`config.mk`:
```
export PLATFORM = sky130hd
export DESIGN_NAME = uart_tx_arbiter
export DESIGN_NICKNAME = d
export VERILOG_FILES = /design/src/rtl/uart_tx_arbiter.sv
export SDC_FILE = /design/constraint.sdc
export NUM_CORES = 1
export LEC_CHECK = 0
export ABC_AREA = 0
export ABC_CLOCK_PERIOD_IN_PS = 2080
export CORE_ASPECT_RATIO = 1.1
export CORE_MARGIN = 4
export CORE_UTILIZATION = 25
export CTS_CLUSTER_SIZE = 10
export DETAILED_ROUTE_END_ITERATION = 10
export PLACE_DENSITY_LB_ADDON = 0.15
export SLEW_MARGIN = 30
export SYNTH_ARGS = -nofsm -noshare
export SYNTH_HDL_FRONTEND = slang
export SYNTH_SLANG_ARGS = --single-unit
```
`constraint.sdc`:
```
create_clock -name clk -period 2.08 [get_ports clk]
set_clock_uncertainty 0.1 [all_clocks]
set_input_delay 0.416 -clock clk [delete_from_list [all_inputs] [get_ports clk]]
set_output_delay 0.416 -clock clk [all_outputs]
set_load 0.05 [all_outputs]
```
`src/rtl/uart_tx_arbiter.sv`:
```
// Round-robin arbiter sharing one uart_tx among N byte producers.
// Each grant sends an optional ID byte (ID_BASE + index) followed by the payload byte.
module uart_tx_arbiter #(
  parameter int         N             = 4,
  parameter bit         SEND_ID       = 1'b1,
  parameter logic [7:0] ID_BASE       = 8'hA0,
  parameter int         START_TIMEOUT = 64,
  parameter int         GAP_CYCLES    = 2,
  localparam int        GW            = (N > 1) ? $clog2(N) : 1
) (
  input  logic           clk,
  input  logic           reset,
  input  logic [N-1:0]   req_valid,
  input  logic [8*N-1:0] req_data,
  output logic [N-1:0]   req_ready,
  output logic [7:0]     tx_byte,
  output logic           tx_dv,
  input  logic           tx_active,
  output logic [GW-1:0]  grant_id,
  output logic           busy,
  output logic           timeout_err
);

  localparam int TW       = $clog2(START_TIMEOUT + 1);
  localparam int PW       = $clog2(GAP_CYCLES + 2);
  localparam int GAP_LAST = (GAP_CYCLES > 0) ? (GAP_CYCLES - 1) : 0;

  typedef enum logic [2:0] {
    S_IDLE       = 3'd0,
    S_LOAD       = 3'd1,
    S_WAIT_START = 3'd2,
    S_WAIT_DONE  = 3'd3,
    S_GAP        = 3'd4
  } state_t;

  state_t        r_state;
  logic [GW-1:0] r_ptr;
  logic [GW-1:0] r_grant;
  logic [7:0]    r_payload;
  logic          r_phase_id;
  logic [TW-1:0] r_to_cnt;
  logic [PW-1:0] r_gap_cnt;
  logic [N-1:0]  r_req_ready;
  logic [7:0]    r_tx_byte;
  logic          r_tx_dv;
  logic          r_busy;
  logic          r_timeout;

  logic          w_found;
  logic [GW-1:0] w_sel;
  logic [7:0]    w_data;
  logic [GW-1:0] w_ptr_nxt;
  logic [N-1:0]  w_onehot;

  // Round-robin search: first pending requester at or above the pointer, wrapping.
  always_comb begin
    w_found = 1'b0;
    w_sel   = '0;
    for (int k = 0; k < N; k++) begin
      w_sel   = (!w_found && req_valid[(int'(r_ptr) + k) % N]) ? GW'((int'(r_ptr) + k) % N) : w_sel;
      w_found = w_found | req_valid[(int'(r_ptr) + k) % N];
    end
  end

  assign w_data    = req_data[8*int'(w_sel) +: 8];
  assign w_ptr_nxt = (int'(r_grant) == N - 1) ? '0 : r_grant + GW'(1);
  assign w_onehot  = {{(N-1){1'b0}}, 1'b1} << r_grant;

  // Frame sequencer; every output is a register updated on the transition into its state.
  always_ff @(posedge clk or negedge reset) begin
    if (!reset) begin
      r_state     <= S_IDLE;
      r_ptr       <= '0;
      r_grant     <= '0;
      r_payload   <= 8'h00;
      r_phase_id  <= 1'b0;
      r_to_cnt    <= '0;
      r_gap_cnt   <= '0;
      r_req_ready <= '0;
      r_tx_byte   <= 8'h00;
      r_tx_dv     <= 1'b0;
      r_busy      <= 1'b0;
      r_timeout   <= 1'b0;
    end else begin
      r_tx_dv     <= 1'b0;
      r_req_ready <= '0;
      r_timeout   <= 1'b0;
      case (r_state)
        S_IDLE: begin
          if (w_found) begin
            r_grant    <= w_sel;
            r_payload  <= w_data;
            r_phase_id <= SEND_ID;
            r_tx_byte  <= SEND_ID ? (ID_BASE + 8'(w_sel)) : w_data;
            r_tx_dv    <= 1'b1;
            r_busy     <= 1'b1;
            r_state    <= S_LOAD;
          end
        end
        S_LOAD: begin
          // The tx_dv cycle itself counts toward the start timeout.
          r_to_cnt <= TW'(1);
          r_state  <= S_WAIT_START;
        end
        S_WAIT_START: begin
          if (tx_active) begin
            r_state <= S_WAIT_DONE;
          end else if (r_to_cnt >= TW'(START_TIMEOUT - 1)) begin
            r_timeout <= 1'b1;
            r_ptr     <= w_ptr_nxt;
            r_gap_cnt <= '0;
            r_state   <= S_GAP;
          end else begin
            r_to_cnt <= r_to_cnt + TW'(1);
          end
        end
        S_WAIT_DONE: begin
          if (!tx_active) begin
            if (r_phase_id) begin
              r_phase_id <= 1'b0;
              r_tx_byte  <= r_payload;
              r_tx_dv    <= 1'b1;
              r_state    <= S_LOAD;
            end else begin
              r_req_ready <= w_onehot;
              r_ptr       <= w_ptr_nxt;
              r_gap_cnt   <= '0;
              r_state     <= S_GAP;
            end
          end
        end
        S_GAP: begin
          if (r_gap_cnt >= PW'(GAP_LAST)) begin
            r_tx_byte <= 8'h00;
            r_busy    <= 1'b0;
            r_state   <= S_IDLE;
          end else begin
            r_gap_cnt <= r_gap_cnt + PW'(1);
          end
        end
        default: begin
          r_tx_byte <= 8'h00;
          r_busy    <= 1'b0;
          r_state   <= S_IDLE;
        end
      endcase
    end
  end

  assign req_ready   = r_req_ready;
  assign tx_byte     = r_tx_byte;
  assign tx_dv       = r_tx_dv;
  assign grant_id    = r_grant;
  assign busy        = r_busy;
  assign timeout_err = r_timeout;

endmodule

```
Word-level counts from Yosys, hierarchy flattened
Cells that the tools add are included.

storage, ports and cells
  register bits after elaboration = 40
  input bits = 39
  output and inout bits = 17
  logic and storage cells = 131

cells by class
  add/subtract/negate cells = 7
  $lt $le $gt $ge = 6
  equality and inequality tests = 15
  shifts and indexed selects = 2
  muxes and demuxes = 57
  bitwise gates (word level) = 8
  reductions and logical operators = 24

operators with widths
  cell                   number
  $mux W8                4
  $pmux W8 S4            1
  $shiftx A32 B6 Y8      1
  $mux W2                14
  $mux W3                6
  $ne A2 B2 Y1 const B   9
  $mux W1                16
  $pmux W3 S5            1
  $mux W7                2
  $pmux W7 S2            1
  $lt A3 B4 Y1 const B   3
  $mux W4                3
  $reduce_and A5 Y1      2
  $reduce_and A3 Y1      3
  $add A8 B2 Y8 const A  1
  $bmux W1 S2            4
  $reduce_or A2 Y1       4
  $add A7 B1 Y7 const B  1
  $ge A7 B6 Y1 const B   1
  $add A2 B1 Y2 const B  3
  $eq A3 B2 Y1 const B   2
  $pmux W2 S3            1
  $reduce_and A6 Y1      1
  $reduce_bool A2 Y1     3
  other kinds (21)       32

Depth between registers and ports, before layout
Gate-level depths: netlist (run 1).

  depth in word-level cells = 14
  mapped depth = 7
  mapped depth without buffers = 7

Worst setup path before layout (run 1)
No wires, ideal clock.

  path kind = register to register
  start point = register r_state[2]
  end point = register r_to_cnt[3]
  setup time = 120 ps
  arrival = 1,602 ps
  data required time = 1,860 ps
  path slack = 258 ps
  cell stages (with the launch flop) = 7
  buffers on the path = 1
  clock period less this slack = 1,822 ps
  cells stage by stage = dfrtp_1 buf_2 or3b_4 a311oi_4 nand4_1 xor2_1 nor2_1

on the way
  cells in the longest elaborated chain, start to end = 3
  elaborated cells on any way between the ends = 7
  classes of those cells = 4 x eq/ne; 1 x mux; 2 x reduce/logical

RTL lines
  element                                                       RTL line  RTL
  from (decl)                                                   36        state_t r_state;
  from (signal assigned)                                        72        r_state <= S_IDLE;
  from (signal assigned)                                        97        r_state <= S_LOAD;
  from (signal assigned)                                        103       r_state <= S_WAIT_START;
  $eq A3 B2 Y1 or $eq A3 B1 Y1 (tied branches)                  88        case (r_state)
  $ne A2 B2 Y1 (no line) or $reduce_bool A2 Y1 (tied branches)  -
  $reduce_and A3 Y1 (no line)                                   -
  to (signal assigned)                                          114       r_to_cnt <= r_to_cnt + TW'(1);
  to (decl)                                                     41        logic [TW-1:0] r_to_cnt;

Parallel ways exist; a longest one is shown, timed or not.
A chain may end at the register's enable or synchronous reset.

Worst setup path after layout (run 1)
  start point = register r_tx_byte[0] (netlist: tx_byte[0])
  end point = output tx_byte[0]

RTL lines
  element                 RTL line  RTL
  from (decl)             44        logic [7:0] r_tx_byte;
  from (signal assigned)  94        r_tx_byte <= SEND_ID ? (ID_BASE + 8'(w_sel)) : w_data;
  from (signal assigned)  121       r_tx_byte <= r_payload;
  to (decl)               16        output logic [7:0] tx_byte,

No word-level cell between the ends.

==> key figures, run 1 <==
Global routing
  • Pin count of the biggest net entering global routing: 25
  • Vias in the first global route: 1972
  • Overall routing resource usage: 0.1177
  • First-pass GRT wire length: 9328 um
  • Initial antenna violation count: 0
  • Total gr overflow: 0

Setup path
  • R2r startpoint: r_to_cnt[0]
  • Crit. End Element: output pin
  • WS Path Type: flip-flop to output pin
  • Worst path depth: 1
  • Crit-path cells: clkdlybuf4s50_1
  • Critical Path Source: tx_byte[0]
  • Crit-path slowest cell: clkdlybuf4s50_1
  • R2R cell count: 5
  • WP data arrival: 1.48 ns
  • CP Data Required Time: 1.56 ns
  • CP top delay family: buffers and inverters
  • R2R setup slack: 0.18 ns
  • Worst path max stage delay: 0.81 ns
  • Worst setup SP type: flip-flop
  • Crit path to: tx_byte[0]
  • Reg-to-reg endpoint: r_ptr[1]
  • Crit-path max FO: 2
  • CP Buf/Inv Count: 1

Routing
  • Routed wire per std cell: 12.98 um
  • Detail Route Antenna Nets: 0
  • Vias: 1854
  • Residual DRC: 0
  • Iter 0 DRT Violations: 42
  • Vias/cell: 4.522
  • 1st-pass router iterations: 4
  • Drt total wl: 5323 um

Placement
  • PortBufs: 55
  • Detail Placement HPWL: 4353 um
  • Dpl cells: 401
  • Final Wtd Congestion: 0.7612
  • Pre-CTS setup slack: -0.1606 ns

Floorplan
  • Number of I/O pins: 56
  • Core area: 0.008040 mm^2
  • Starting Density: 0.2613
  • # rows: 34
  • Die area: 0.009935 mm^2
  • Die H: 104.1 um
  • Horiz. Die Dim: 95.40 um

Clock tree
  • Setup Buffers After CTS: 0
  • Inserted Clock Buffers: 5
  • Clk slew on worst S/H paths: 0.08 ns
  • CTS tree: built
  • H-tree depth: 2
  • Clock Latency Late Sink: 0.29 ns
  • Sink Count: 40
  • CTS resizes: 0
  • Root buf cell: clkbuf_8
  • Clock Tree Buf Depth: 2

Synthesis
  • Mean post-synth cell area: 9.637 um^2
  • Seq/Total Area, Yosys: 0.4765
  • EDFF count, synth: 0
  • Yosys cell types: 39
  • Synthesized flop and latch total: 40
  • Syn Std Cell Area: 0.002101 mm^2
  • Post-Synthesis Net Count: 263
  • Ys Warns: 0
  • Synth async-reset ratio: 1.000
  • Post-Syn Instances: 218
  • Synth Flop Type: dfrtp_1

Pwr
  • Sequential share of power: 0.326
  • Combinational Power Share: 0.544
  • Clock group share of total power: 0.130
  • Sw Pwr: 1798 uW
  • Static leakage: 0.001350 uW
  • Maximum VDD drop: 0.0002822 V
  • Int Pwr: 2311 uW
  • Sw Ratio: 0.4376
  • PD cells: 1334 mW/mm^2

Timing
  • Crit share post-route: 0.9602
  • Worst Max-Slew Pin Slew: 0.4975 ns
  • Post-Route Setup TNS: 0 ns
  • Worst slew margin: 0.6673
  • Final hold vios: 0
  • Minimum clock period: 1.997 ns
  • Slew Limit Fails: 0
  • RSZ-0062 raised after global routing: no
  • Final Setup Violations: 0
  • Final setup margin: 0.08273 ns
  • Hold_ws: 0.3840 ns
  • FMAX: 500.7 MHz

Cells and area
  • Antenna diodes: 0
  • Layout area overhead: 46.63%
  • Non-Filler Instances: 410
  • Final Core Density: 0.3831
  • Layout cells sized above 1: 0.1722
  • Final #Nets: 346

Min path
  • Worst hold path class: flip-flop to flip-flop
  • Hold path depth: 2

Run
  • Max-Cap Viols: 0

Run status
  • Status: completed
[cell usage in the layout (no fill, tap or decap), drive strengths merged, types with 2 or more instances in the layout]
| master | count |
|---|---|
| mux2i | 9 |
| a21bo | 8 |
| inv | 10 |
| clkinv | 2 |
| buf | 29 |
| a21oi | 14 |
| nor2 | 13 |
| o211ai | 8 |
| nand4 | 2 |
| nand2b | 2 |
| clkbuf | 6 |
| or3b | 2 |
| nor3 | 5 |
| a31oi | 2 |
| o2bb2ai | 2 |
| ha | 6 |
| and3 | 2 |
| dfrtp | 40 |
| nor3b | 2 |
| a21o | 4 |
| nand3 | 15 |
| o21ai | 18 |
| xor2 | 2 |
| a41oi | 2 |
| nand2 | 28 |
| clkdlybuf4s50 | 51 |
| and2 | 7 |
[repair_timing]
item / in CTS / in global routing
endpoints found under the hold margin: 16 / 0
hold buffers: 1 / 0
setup endpoints to repair: 0 / 0
[power groups by stage]
| stage | clock network (uW) | logic (uW) | registers, uW |
|---|---|---|---|
| 4_1_cts | 554 | 2270 | 1350 |
| 3_3_place_gp | 0 | 2250 | 1360 |
| 6_report | 534 | 2230 | 1340 |
| 3_5_place_dp | 0 | 2270 | 1360 |
| 2_1_floorplan | 0 | 1070 | 1650 |
| 5_1_grt | 584 | 2490 | 1390 |
[stage by stage]
stage	total power (uW)	cell area, um^2
2_1_floorplan	2713	2101
3_3_place_gp	3614	2978
3_5_place_dp	3631	2978
4_1_cts	4175	3080
5_1_grt	4465	3080
6_report	4108	3080
[sequential cells by signal, summed over array words and instances, names as in the netlist]
signal       flops
r_ptr            2
r_state          3
r_payload        8
tx_dv            1
busy             1
timeout_err      1
r_phase_id       1
grant_id         2
tx_byte          8
r_to_cnt         7
r_gap_cnt        2
req_ready        4
[per-layer routing]
metal  routed length, um  GRT usage  share of wire  up-vias
met4                 108    0.04878          0.020        0
met1                2437     0.1493           0.46      873
met5                   0          0              0        -
met3                 198    0.02388          0.037        7
li1                    -          -              -      940
met2                2579     0.1921           0.48       34
[synth_stat cells (2+ instances only)]
cell type,number,area [um^2]
nand2_1,28,105.1
a21o_1,4,30.03
ha_1,6,75.07
and2_1,7,43.79
nor3_1,5,25.02
xor2_1,2,17.52
a21bo_2,8,80.08
nand4_1,2,12.51
mux2i_1,9,90.09
buf_2,2,10.01
dfrtp_1,40,1001
nor2_1,12,45.04
a21oi_1,14,70.07
a41oi_1,2,17.52
a31oi_1,2,12.51
inv_1,10,37.54
and3_1,2,12.51
nand3_1,15,75.07
o211ai_1,8,60.06
o21ai_0,18,90.09
clkbuf_1,3,11.26
nand2b_1,2,12.51
[worst min path at each step]
stage | start | end | slack (ns)
floorplan | reset | busy | 0.02
global placement | reset | r_state[1] | 0.28
detailed placement | reset | r_to_cnt[1] | 0.28
CTS | busy | busy | 0.39
global route | busy | busy | 0.43
finish | busy | busy | 0.38
[cells by family after synthesis]
family	after synthesis	share of synthesized area
flops	40	0.4765
compound gates	63	0.2103
xor+xnor	2	0.008340
simple gates	82	0.1930
buf+inv	15	0.02799
mux	10	0.04824
fa+ha+maj	6	0.03573
[worst min-delay path, cell delays in order (launching register included)]
cell	delay (ns)
dfrtp_1	0.35
nand2_1	0.05
nand2_1	0.05
[cell type report]
class | count | area, um^2
inverter | 10 | 37.54
timing repair buffer | 81 | 773.2
clock buffer | 6 | 82.58
clock inverter | 2 | 10.01
multi-input combinational | 163 | 1041
fill | 803 | 4960
tap | 108 | 135.1
sequential | 40 | 1001
No activity file was read; power rests on OpenSTA's default activity.
==> run 2: changes to the inputs <==
Settings changed: ABC_CLOCK_PERIOD_IN_PS 2080 to 2280.
Clock period 2.08 ns to 2.28 ns, I/O delays scaled along.
==> run 2 against run 1 <==
Critical path depth did not move. Combinational power fell by 9.9%. Core utilization shrank 0.65 points. Total power fell by 9.5%. Die area did not move. Clock power shrank 9.4%. Sequential share of layout area is 0.56 points higher.
==> key figures, run 2 (same netlist as run 1, synthesis figures left out) <==
Run
  • Max-Cap Viols: 0

Routing
  • Iter 0 DRT Violations: 82
  • 1st-pass router iterations: 4
  • Routed wire per std cell: 13.23 um
  • Vias: 1809
  • Residual DRC: 0
  • Vias/cell: 4.478
  • Drt total wl: 5346 um
  • Detail Route Antenna Nets: 0

Timing
  • Final Setup Violations: 0
  • RSZ-0062 raised after global routing: no
  • Worst slew margin: 0.5945
  • Slew Limit Fails: 0
  • Final hold vios: 0
  • Crit share post-route: 0.9353
  • Worst Max-Slew Pin Slew: 0.6057 ns
  • FMAX: 469.0 MHz
  • Hold_ws: 0.1273 ns
  • Minimum clock period: 2.132 ns
  • Post-Route Setup TNS: 0 ns

Floorplan
  • Die area: 0.009935 mm^2
  • Starting Density: 0.2613
  • Horiz. Die Dim: 95.40 um
  • # rows: 34
  • Number of I/O pins: 56
  • Core area: 0.008040 mm^2
  • Die H: 104.1 um

Global routing
  • Overall routing resource usage: 0.1159
  • Total gr overflow: 0
  • Vias in the first global route: 1874
  • Initial antenna violation count: 0
  • First-pass GRT wire length: 9197 um
  • Pin count of the biggest net entering global routing: 41

Run status
  • Status: completed

Clock tree
  • Setup Buffers After CTS: 0
  • Sink Count: 40
  • H-tree depth: 2
  • CTS resizes: 0
  • Clock Latency Late Sink: 0.29 ns
  • Hold Buf Count CTS: 0
  • Clk slew on worst S/H paths: 0.07 ns
  • Root buf cell: clkbuf_8
  • CTS tree: built
  • Clock Tree Buf Depth: 2
  • Inserted Clock Buffers: 5

Setup path
  • Crit-path slowest cell: clkdlybuf4s50_1
  • CP top delay family: buffers and inverters
  • Worst setup SP type: flip-flop
  • Crit-path max FO: 6
  • Worst path max stage delay: 0.84 ns
  • CP Buf/Inv Count: 1
  • Crit. End Element: output pin
  • WP data arrival: 1.58 ns
  • Crit-path cells: clkdlybuf4s50_1
  • CP Data Required Time: 1.72 ns
  • WS Path Type: flip-flop to output pin

Pwr
  • Sw Ratio: 0.4394
  • Combinational Power Share: 0.540
  • Clock group share of total power: 0.130
  • Design Power: 3719 uW
  • Static leakage: 0.001312 uW
  • Maximum VDD drop: 0.0003092 V
  • PD cells: 1228 mW/mm^2
  • Sw Pwr: 1634 uW
  • Int Pwr: 2085 uW
  • Sequential share of power: 0.330

Min path
  • Worst hold path class: input pin to asynchronous set/reset pin

Cells and area
  • Layout cells sized above 1: 0.1486
  • Final Core Density: 0.3766
  • Antenna diodes: 0
  • Layout area overhead: 44.13%
  • Commonest non-fill, non-tap cells in the layout: clkdlybuf4s50_1, dfrtp_1, nand2_1
  • Non-Filler Instances: 404
  • Most common cell after layout, fill and taps aside: clkdlybuf4s50_1
  • Final #Nets: 340

Placement
  • PortBufs: 55
  • Detail Placement HPWL: 4134 um
  • Dpl cells: 396
  • Final Wtd Congestion: 0.7430
-- run 2: cell types whose count changed in the layout (fill, tap and decap cells not counted), sizes merged --
| cell | change |
|---|---|
| buf | -8 |
| clkdlybuf4s50 | +3 |
| dlygate4sd3 | -1 |
-- run 2: worst paths after layout --
kind                        startpoint          end  slack (ns)  cells past startpoint
max in group asynchronous        reset     r_ptr[0]        1.60                      2
min reg2reg                       busy         busy        0.38                      2
max reg2reg                r_to_cnt[0]     r_ptr[1]        0.31                      5
min in group clk                  busy         busy        0.38                      2
max                        grant_id[0]  grant_id[0]        0.15                      1
min                              reset  r_to_cnt[4]        0.13                      2
-- run 2: metal layers --
metal / global-route usage / routed length (um) / vias to the layer above
met5: 0 / 0 / -
met4: 0.03963 / 92 / 0
met3: 0.02171 / 186 / 6
met2: 0.1806 / 2519 / 34
met1: 0.1594 / 2547 / 843
li1: - / - / 926
-- run 2: final cells by class --
type                    instances  area, um^2
inverters                      10       37.54
multi-input cells             163        1041
clock inverters                 2       10.01
fillers                       802        5012
well taps                     108       135.1
repair buffers                 75       720.7
clock buffers                   6       82.58
flip-flops and latches         40        1001
-- run 2: per-stage QoR --
step | setup slack, ns | area, um^2
after CTS | 0.1262 | 3028
after floorplan | 0.4579 | 2101
after detailed placement | -0.07542 | 2935
after global placement | -0.09738 | 2935
after global routing | 0.06701 | 3028
final | 0.1476 | 3028
-- run 2: power by group through the flow --
stage	Combinational [uW]	Sequential (uW)	Clock, uW
after floorplan	973	1500	0
after global placement	2020	1250	0
after detailed placement	2030	1250	0
after CTS	2040	1230	504
after global routing	2230	1280	529
final	2010	1230	484
==> run 3: changes to the inputs <==
Settings changed: CAP_MARGIN from default to 20.
==> results of run 3 <==
Final layout, timing and power as in run 2 (identical DEF).
